$ cat config.mk
export PLATFORM = sky130hd
export DESIGN_NAME = icache_ctrl
export DESIGN_NICKNAME = d
export VERILOG_FILES = /design/src/rtl/icache_ctrl.sv
export SDC_FILE = /design/constraint.sdc
export NUM_CORES = 1
export LEC_CHECK = 0
export ABC_CLOCK_PERIOD_IN_PS = 5700
export CAP_MARGIN = 30
export CORE_AREA = 10 10 177 179
export CTS_CLUSTER_SIZE = 40
export DETAILED_ROUTE_END_ITERATION = 8
export DIE_AREA = 0 0 187 189
export MAX_ROUTING_LAYER = met4
export PLACE_DENSITY = 0.74
export SLEW_MARGIN = 20
export SYNTH_ARGS = -nofsm -noshare
export SYNTH_HDL_FRONTEND = slang
export SYNTH_SLANG_ARGS = --single-unit
$ cat constraint.sdc
create_clock -name clk -period 5.7 [get_ports clk]
set_input_delay 0.57 -clock clk [delete_from_list [all_inputs] [get_ports clk]]
set_output_delay 0.57 -clock clk [all_outputs]
set_load 0.03 [all_outputs]
$ cat src/rtl/icache_ctrl.sv
// rtl/icache_ctrl.sv - read-only instruction cache controller driving tag/line storage and word refills
// Optional ICACHE_FLUSH_EN adds flush_i and a valid-clear sweep over every (set, way).
module icache_ctrl #(
  parameter int WAY_COUNT      = 2,
  parameter int SET_COUNT      = 64,
  parameter int WAY_WORD_COUNT = 4,
  localparam int SI    = $clog2(SET_COUNT),
  localparam int WB    = (WAY_COUNT > 1) ? $clog2(WAY_COUNT) : 1,
  localparam int WI    = $clog2(WAY_WORD_COUNT),
  localparam int TAG_W = 32 - 2 - WI - SI
) (
  input  logic                        clk,
  input  logic                        reset,
`ifdef ICACHE_FLUSH_EN
  input  logic                        flush_i,
`endif
  input  logic                        core_req_i,
  input  logic [31:0]                 core_addr_i,
  output logic                        core_gnt_o,
  output logic                        core_rvalid_o,
  output logic [31:0]                 core_rdata_o,
  output logic                        mem_req_o,
  output logic [31:0]                 mem_addr_o,
  input  logic                        mem_gnt_i,
  input  logic                        mem_rvalid_i,
  input  logic [31:0]                 mem_rdata_i,
  output logic [SI-1:0]               cm_set_o,
  output logic [WB-1:0]               cm_way_o,
  output logic                        cm_enable_o,
  output logic                        cm_write_enable_o,
  output logic                        cm_val_write_enable_o,
  output logic                        cm_line_valid_o,
  output logic [TAG_W-1:0]            cm_line_tag_o,
  output logic [WAY_WORD_COUNT*32-1:0] cm_line_o,
  output logic [WAY_WORD_COUNT-1:0]   cm_line_ww_enable_o,
  input  logic [WAY_COUNT-1:0]        cm_line_valid_i,
  input  logic [TAG_W*WAY_COUNT-1:0]  cm_line_tag_i,
  input  logic [WAY_WORD_COUNT*32-1:0] cm_line_i
);

  typedef enum logic [2:0] {
    IDLE, CMP, DATA, REFILL, WRITE, RESP
`ifdef ICACHE_FLUSH_EN
    , FLUSH
`endif
  } state_t;

  state_t                      state, next_state;
  logic [TAG_W-1:0]            tag_q;
  logic [SI-1:0]               set_q;
  logic [WI-1:0]               word_q;
  logic [WB-1:0]               victim, rr_ptr, hit_way, inv_way;
  logic [WI-1:0]               cnt;
  logic                        pending, hit, inv_found, flush_go;
  logic [WAY_WORD_COUNT*32-1:0] line_buf;
  logic                        addr_unused;

  assign addr_unused = ^core_addr_i[1:0];

`ifdef ICACHE_FLUSH_EN
  logic              flush_pend;
  logic [SI+WB-1:0]  flush_cnt;
  assign flush_go = flush_i || flush_pend;

  // A flush seen mid-transaction is remembered and taken at the next IDLE.
  always_ff @(posedge clk or posedge reset) begin
    if (reset) begin
      flush_pend <= 1'b0;
      flush_cnt  <= '0;
    end else begin
      if (state == IDLE)  flush_pend <= 1'b0;
      else if (flush_i)   flush_pend <= 1'b1;
      if (state == FLUSH) flush_cnt <= flush_cnt + (SI+WB)'(1);
    end
  end
`else
  assign flush_go = 1'b0;
`endif

  assign core_gnt_o = (state == IDLE) && core_req_i && !reset && !flush_go;

  always_comb begin
    hit       = 1'b0;
    hit_way   = '0;
    inv_found = 1'b0;
    inv_way   = '0;
    for (int w = 0; w < WAY_COUNT; w++) begin
      if (cm_line_valid_i[w] && (cm_line_tag_i[w*TAG_W +: TAG_W] == tag_q)) begin
        hit     = 1'b1;
        hit_way = WB'(w);
      end
      if (!cm_line_valid_i[w] && !inv_found) begin
        inv_found = 1'b1;
        inv_way   = WB'(w);
      end
    end
  end

  always_ff @(posedge clk or posedge reset) begin
    if (reset) begin
      state    <= IDLE;
      tag_q    <= '0;
      set_q    <= '0;
      word_q   <= '0;
      victim   <= '0;
      rr_ptr   <= '0;
      cnt      <= '0;
      pending  <= 1'b0;
      line_buf <= '0;
    end else begin
      state <= next_state;
      case (state)
        IDLE: if (core_gnt_o) begin
          tag_q  <= core_addr_i[31 -: TAG_W];
          set_q  <= core_addr_i[2+WI +: SI];
          word_q <= core_addr_i[2 +: WI];
        end
        CMP: if (!hit) begin
          cnt     <= '0;
          pending <= 1'b0;
          if (inv_found) begin
            victim <= inv_way;
          end else begin
            victim <= rr_ptr;
            rr_ptr <= rr_ptr + WB'(1);
          end
        end
        REFILL: begin
          if (mem_req_o && mem_gnt_i) begin
            pending <= 1'b1;
          end else if (pending && mem_rvalid_i) begin
            line_buf[{cnt, 5'b0} +: 32] <= mem_rdata_i;
            cnt     <= cnt + WI'(1);
            pending <= 1'b0;
          end
        end
`ifdef ICACHE_FLUSH_EN
        FLUSH: if (flush_cnt == '1) rr_ptr <= '0;
`endif
        default: ;
      endcase
    end
  end

  always_comb begin
    next_state            = state;
    core_rvalid_o         = 1'b0;
    core_rdata_o          = '0;
    mem_req_o             = 1'b0;
    mem_addr_o            = '0;
    cm_set_o              = '0;
    cm_way_o              = '0;
    cm_enable_o           = 1'b0;
    cm_write_enable_o     = 1'b0;
    cm_val_write_enable_o = 1'b0;
    cm_line_valid_o       = 1'b0;
    cm_line_tag_o         = '0;
    cm_line_o             = '0;
    cm_line_ww_enable_o   = '0;
    case (state)
      IDLE: begin
`ifdef ICACHE_FLUSH_EN
        if (flush_go) next_state = FLUSH;
`endif
        if (core_gnt_o) begin
          next_state  = CMP;
          cm_set_o    = core_addr_i[2+WI +: SI];
          cm_enable_o = 1'b1;
        end
      end
      CMP: begin
        cm_set_o = set_q;
        if (hit) begin
          cm_way_o    = hit_way;
          cm_enable_o = 1'b1;
          next_state  = DATA;
        end else begin
          next_state = REFILL;
        end
      end
      DATA: begin
        core_rvalid_o = 1'b1;
        core_rdata_o  = cm_line_i[{word_q, 5'b0} +: 32];
        next_state    = IDLE;
      end
      REFILL: begin
        mem_req_o  = !pending;
        mem_addr_o = {tag_q, set_q, cnt, 2'b00};
        if (pending && mem_rvalid_i && (cnt == WI'(WAY_WORD_COUNT-1))) next_state = WRITE;
      end
      WRITE: begin
        cm_set_o            = set_q;
        cm_way_o            = victim;
        cm_enable_o         = 1'b1;
        cm_write_enable_o   = 1'b1;
        cm_line_valid_o     = 1'b1;
        cm_line_tag_o       = tag_q;
        cm_line_o           = line_buf;
        cm_line_ww_enable_o = '1;
        next_state          = RESP;
      end
      RESP: begin
        core_rvalid_o = 1'b1;
        core_rdata_o  = line_buf[{word_q, 5'b0} +: 32];
        next_state    = IDLE;
      end
`ifdef ICACHE_FLUSH_EN
      FLUSH: begin
        cm_set_o              = flush_cnt[WB +: SI];
        cm_way_o              = flush_cnt[WB-1:0];
        cm_enable_o           = 1'b1;
        cm_val_write_enable_o = 1'b1;
        if (flush_cnt == '1) next_state = IDLE;
      end
`endif
      default: next_state = IDLE;
    endcase
  end

endmodule

==> metrics <==
Pint roughly 3.2 mW; worst setup path class reg2out; clock network power share 0.217; Slew HR 0.339; Final Hold Viols 0; vias in the first global route 10800; DR vias/cell around 5.3; Tcrit/Tclk final 0.736; Cell Chain, Critical Path nor2_4, buf_4, and3_2, a22o_1, clkdlybuf4s50_1; hpwl dp around 33000 microns; Max Slew Vio Count 0; flops & latches, synth between 150 and 200; die area 35300 sq um; Clock transition at path regs 0.06 ns; Root Buffer clkbuf_16; Total Nets Final 1774; Initial Utilization 0.381; Setup crit end kind output pin; vias about 10000; Cell variety after synth 37; initial antenna violation count 2; Min-Delay Endpoint rr_ptr; Gate Count Post-Synth between 1000 and 1500; LEAKAGE slightly below 7 nW; Finished Cell Area between 15000 and 20000 sq um; FP Rows 61; Hold Crit Start rr_ptr; cts hold-fix bufs 0; IO Count about 480; clock skew between 0.015 and 0.02 ns; P&R area growth vs syn 52.2%; synth warn 0; WL final 43900 microns; total CTS buffers 17; worst skew pair latency between 0.4 and 0.5 ns; setup slack after layout around 1.5 ns; Remaining DRCs 0; crit path DAT between 3 and 4 ns; Max stage delay on crit path ~0.98 ns; Synth area leader dfrtp_1; Setup-failing EPs final 0; WL/cell 22.9 microns; hold_ws 0.471 ns; CP max stage cell and3_2; clock sink total 166; CTS Buffer Depth 2; most common cell in the netlist nand2_1; top-area cell type share of the netlist area 0.395; status finished clean; Post-Syn Area between 10000 and 15000 sq um; setup_tns 0 ns; global-route wire length before repair approximately 66000 microns; Hold WC Path Type reg2reg; Post-synth ARST share 1.00; Crit Reg-Reg Startpoint state[2]; TritonCTS clock tree done; gr usage total 0.246; placed cell count approximately 1900; maximum VDD drop ~240 uV; Port-buffer cells between 400 and 500; Main synth FF type dfrtp_1; FMAX ~0.24 GHz; PostCTS Resize Cnt 0; largest cells by area after synthesis dfrtp_1 39%, mux4_2 14%, nand2_1 9.6%; share of post-route cells with drive strength above 1 0.108; Finished Layout Cells between 1500 and 2000; die width 187 microns; Comb pwr share 0.461; worst hold stages 1; RSZ-0062 raised after global routing no; CP Max Fanout 85; pre-CTS setup slack 1.91 ns; post-place instance area between 15000 and 20000 sq um; measured slew at the worst slew-check pin slightly below 1 ns; DR iter-0 viols 717; Mapped Avg Cell Area 9.37 sq um; final core occ 0.580; Net Switching between 2 and 2.5 mW; Die Height 189 microns; Overall Power 5.52 mW; post-CTS setup buffers 0; switching share of total power 0.418; Worst setup SP type flop; Worst EP required just over 5 ns; total gr overflow 0; Pre-Repair DR Iteration Count 5; largest net degree at the start of global routing between 100 and 150; area of the core 27600 sq um; Seq pwr share 0.323; final worst path period need 4.20 ns; post-synthesis sequential area ratio 0.395; Critical R2R Capture line_buf[4]; worst reg2reg path depth 6; antenna-violating nets left 0; CTS H-tree lvls 4; RePlAce Congestion about 0.87; r2r setup slk ~2.8 ns; synth cell count leaders 268 x nand2_1, 166 x dfrtp_1, 153 x and3_1; Max Cap Viol 0; number of synthesized flops with an enable pin 0; Pwr Density ~340 nW/um^2
[critical path: cells and delay by family, from the launching register on]
kind	cells	cell delay, ns
AO/OA/AOI/OAI	1	0.31
flip-flops	1	0.45
AND/OR/NAND/NOR	2	1.11
buffers and inverters	2	1.31
[placed cells by master, fill, tap and decap left out, drive strengths merged, types with 18 or more instances in the layout]
| cell | netlist | layout |
|---|---|---|
| clkdlybuf4s50 | 0 | 469 |
| nand2 | 271 | 271 |
| dfrtp | 166 | 166 |
| and3 | 153 | 153 |
| o21ai | 130 | 130 |
| mux4 | 64 | 64 |
| xnor2 | 43 | 43 |
| nor2 | 39 | 39 |
| mux2i | 33 | 33 |
| mux2 | 30 | 30 |
| and2 | 28 | 28 |
| buf | 48 | 21 |
| clkbuf | 60 | 18 |
[sequential cells by signal, indices dropped and copies added (netlist names)]
signal / cells
set_q: 6
cnt: 2
pending: 1
rr_ptr: 1
tag_q: 22
line_buf: 128
word_q: 2
victim: 1
state: 3
[layout make-up]
type | instances | area [sq um]
Clock inverter | 14 | 174
Multi-Input combinational cell | 844 | 5860
Timing Repair Buffer | 490 | 4870
Antenna cell | 2 | 5.00
Clock buffer | 18 | 439
Inverter | 7 | 31.3
Tap cell | 378 | 473
Fill cell | 2478 | 11600
Sequential cell | 166 | 4160
[power groups by stage]
stage | Sequential (mW) | Combinational, mW | Clock [mW]
after floorplan | 1.58 | 1.72 | 0
after global placement | 1.79 | 2.50 | 0
after detailed placement | 1.80 | 2.56 | 0
after CTS | 1.78 | 2.56 | 1.22
after global routing | 1.82 | 2.74 | 1.27
final | 1.78 | 2.54 | 1.20
[worst max path at each step]
stage             start           to  slack, ns  cells after the start
6_report       state[1]  cm_set_o[5]       1.50                      5
5_1_grt        state[1]  cm_set_o[5]       1.34                      5
4_1_cts        state[1]  cm_set_o[5]       1.45                      5
3_5_place_dp   state[1]  cm_set_o[5]       1.91                      5
3_3_place_gp   state[1]  cm_set_o[5]       1.94                      5
2_1_floorplan     reset       cnt[0]       0.64                      1
[per-layer routing]
metal	global-route usage	wire (microns)	part of all wire	vias to the layer above
met5	-	0	0	-
met4	0.0921	1320	0.030	0
met3	0.0709	3700	0.084	66
met2	0.413	21900	0.50	472
met1	0.276	17000	0.39	4940
li1	-	-	-	4702
[cell families after synthesis]
family                     count (synthesis)  synth area share
and+or+nand+nor                          523             0.238
other                                      1          0.000357
DFF                                      166             0.395
adders and majority gates                  5           0.00595
AOI/OAI and AO/OA                        141            0.0705
muxes                                    127             0.201
buffers and inverters                    115            0.0519
xor gates and xnor gates                  45            0.0375
No activity file was read; power rests on OpenSTA's default activity.
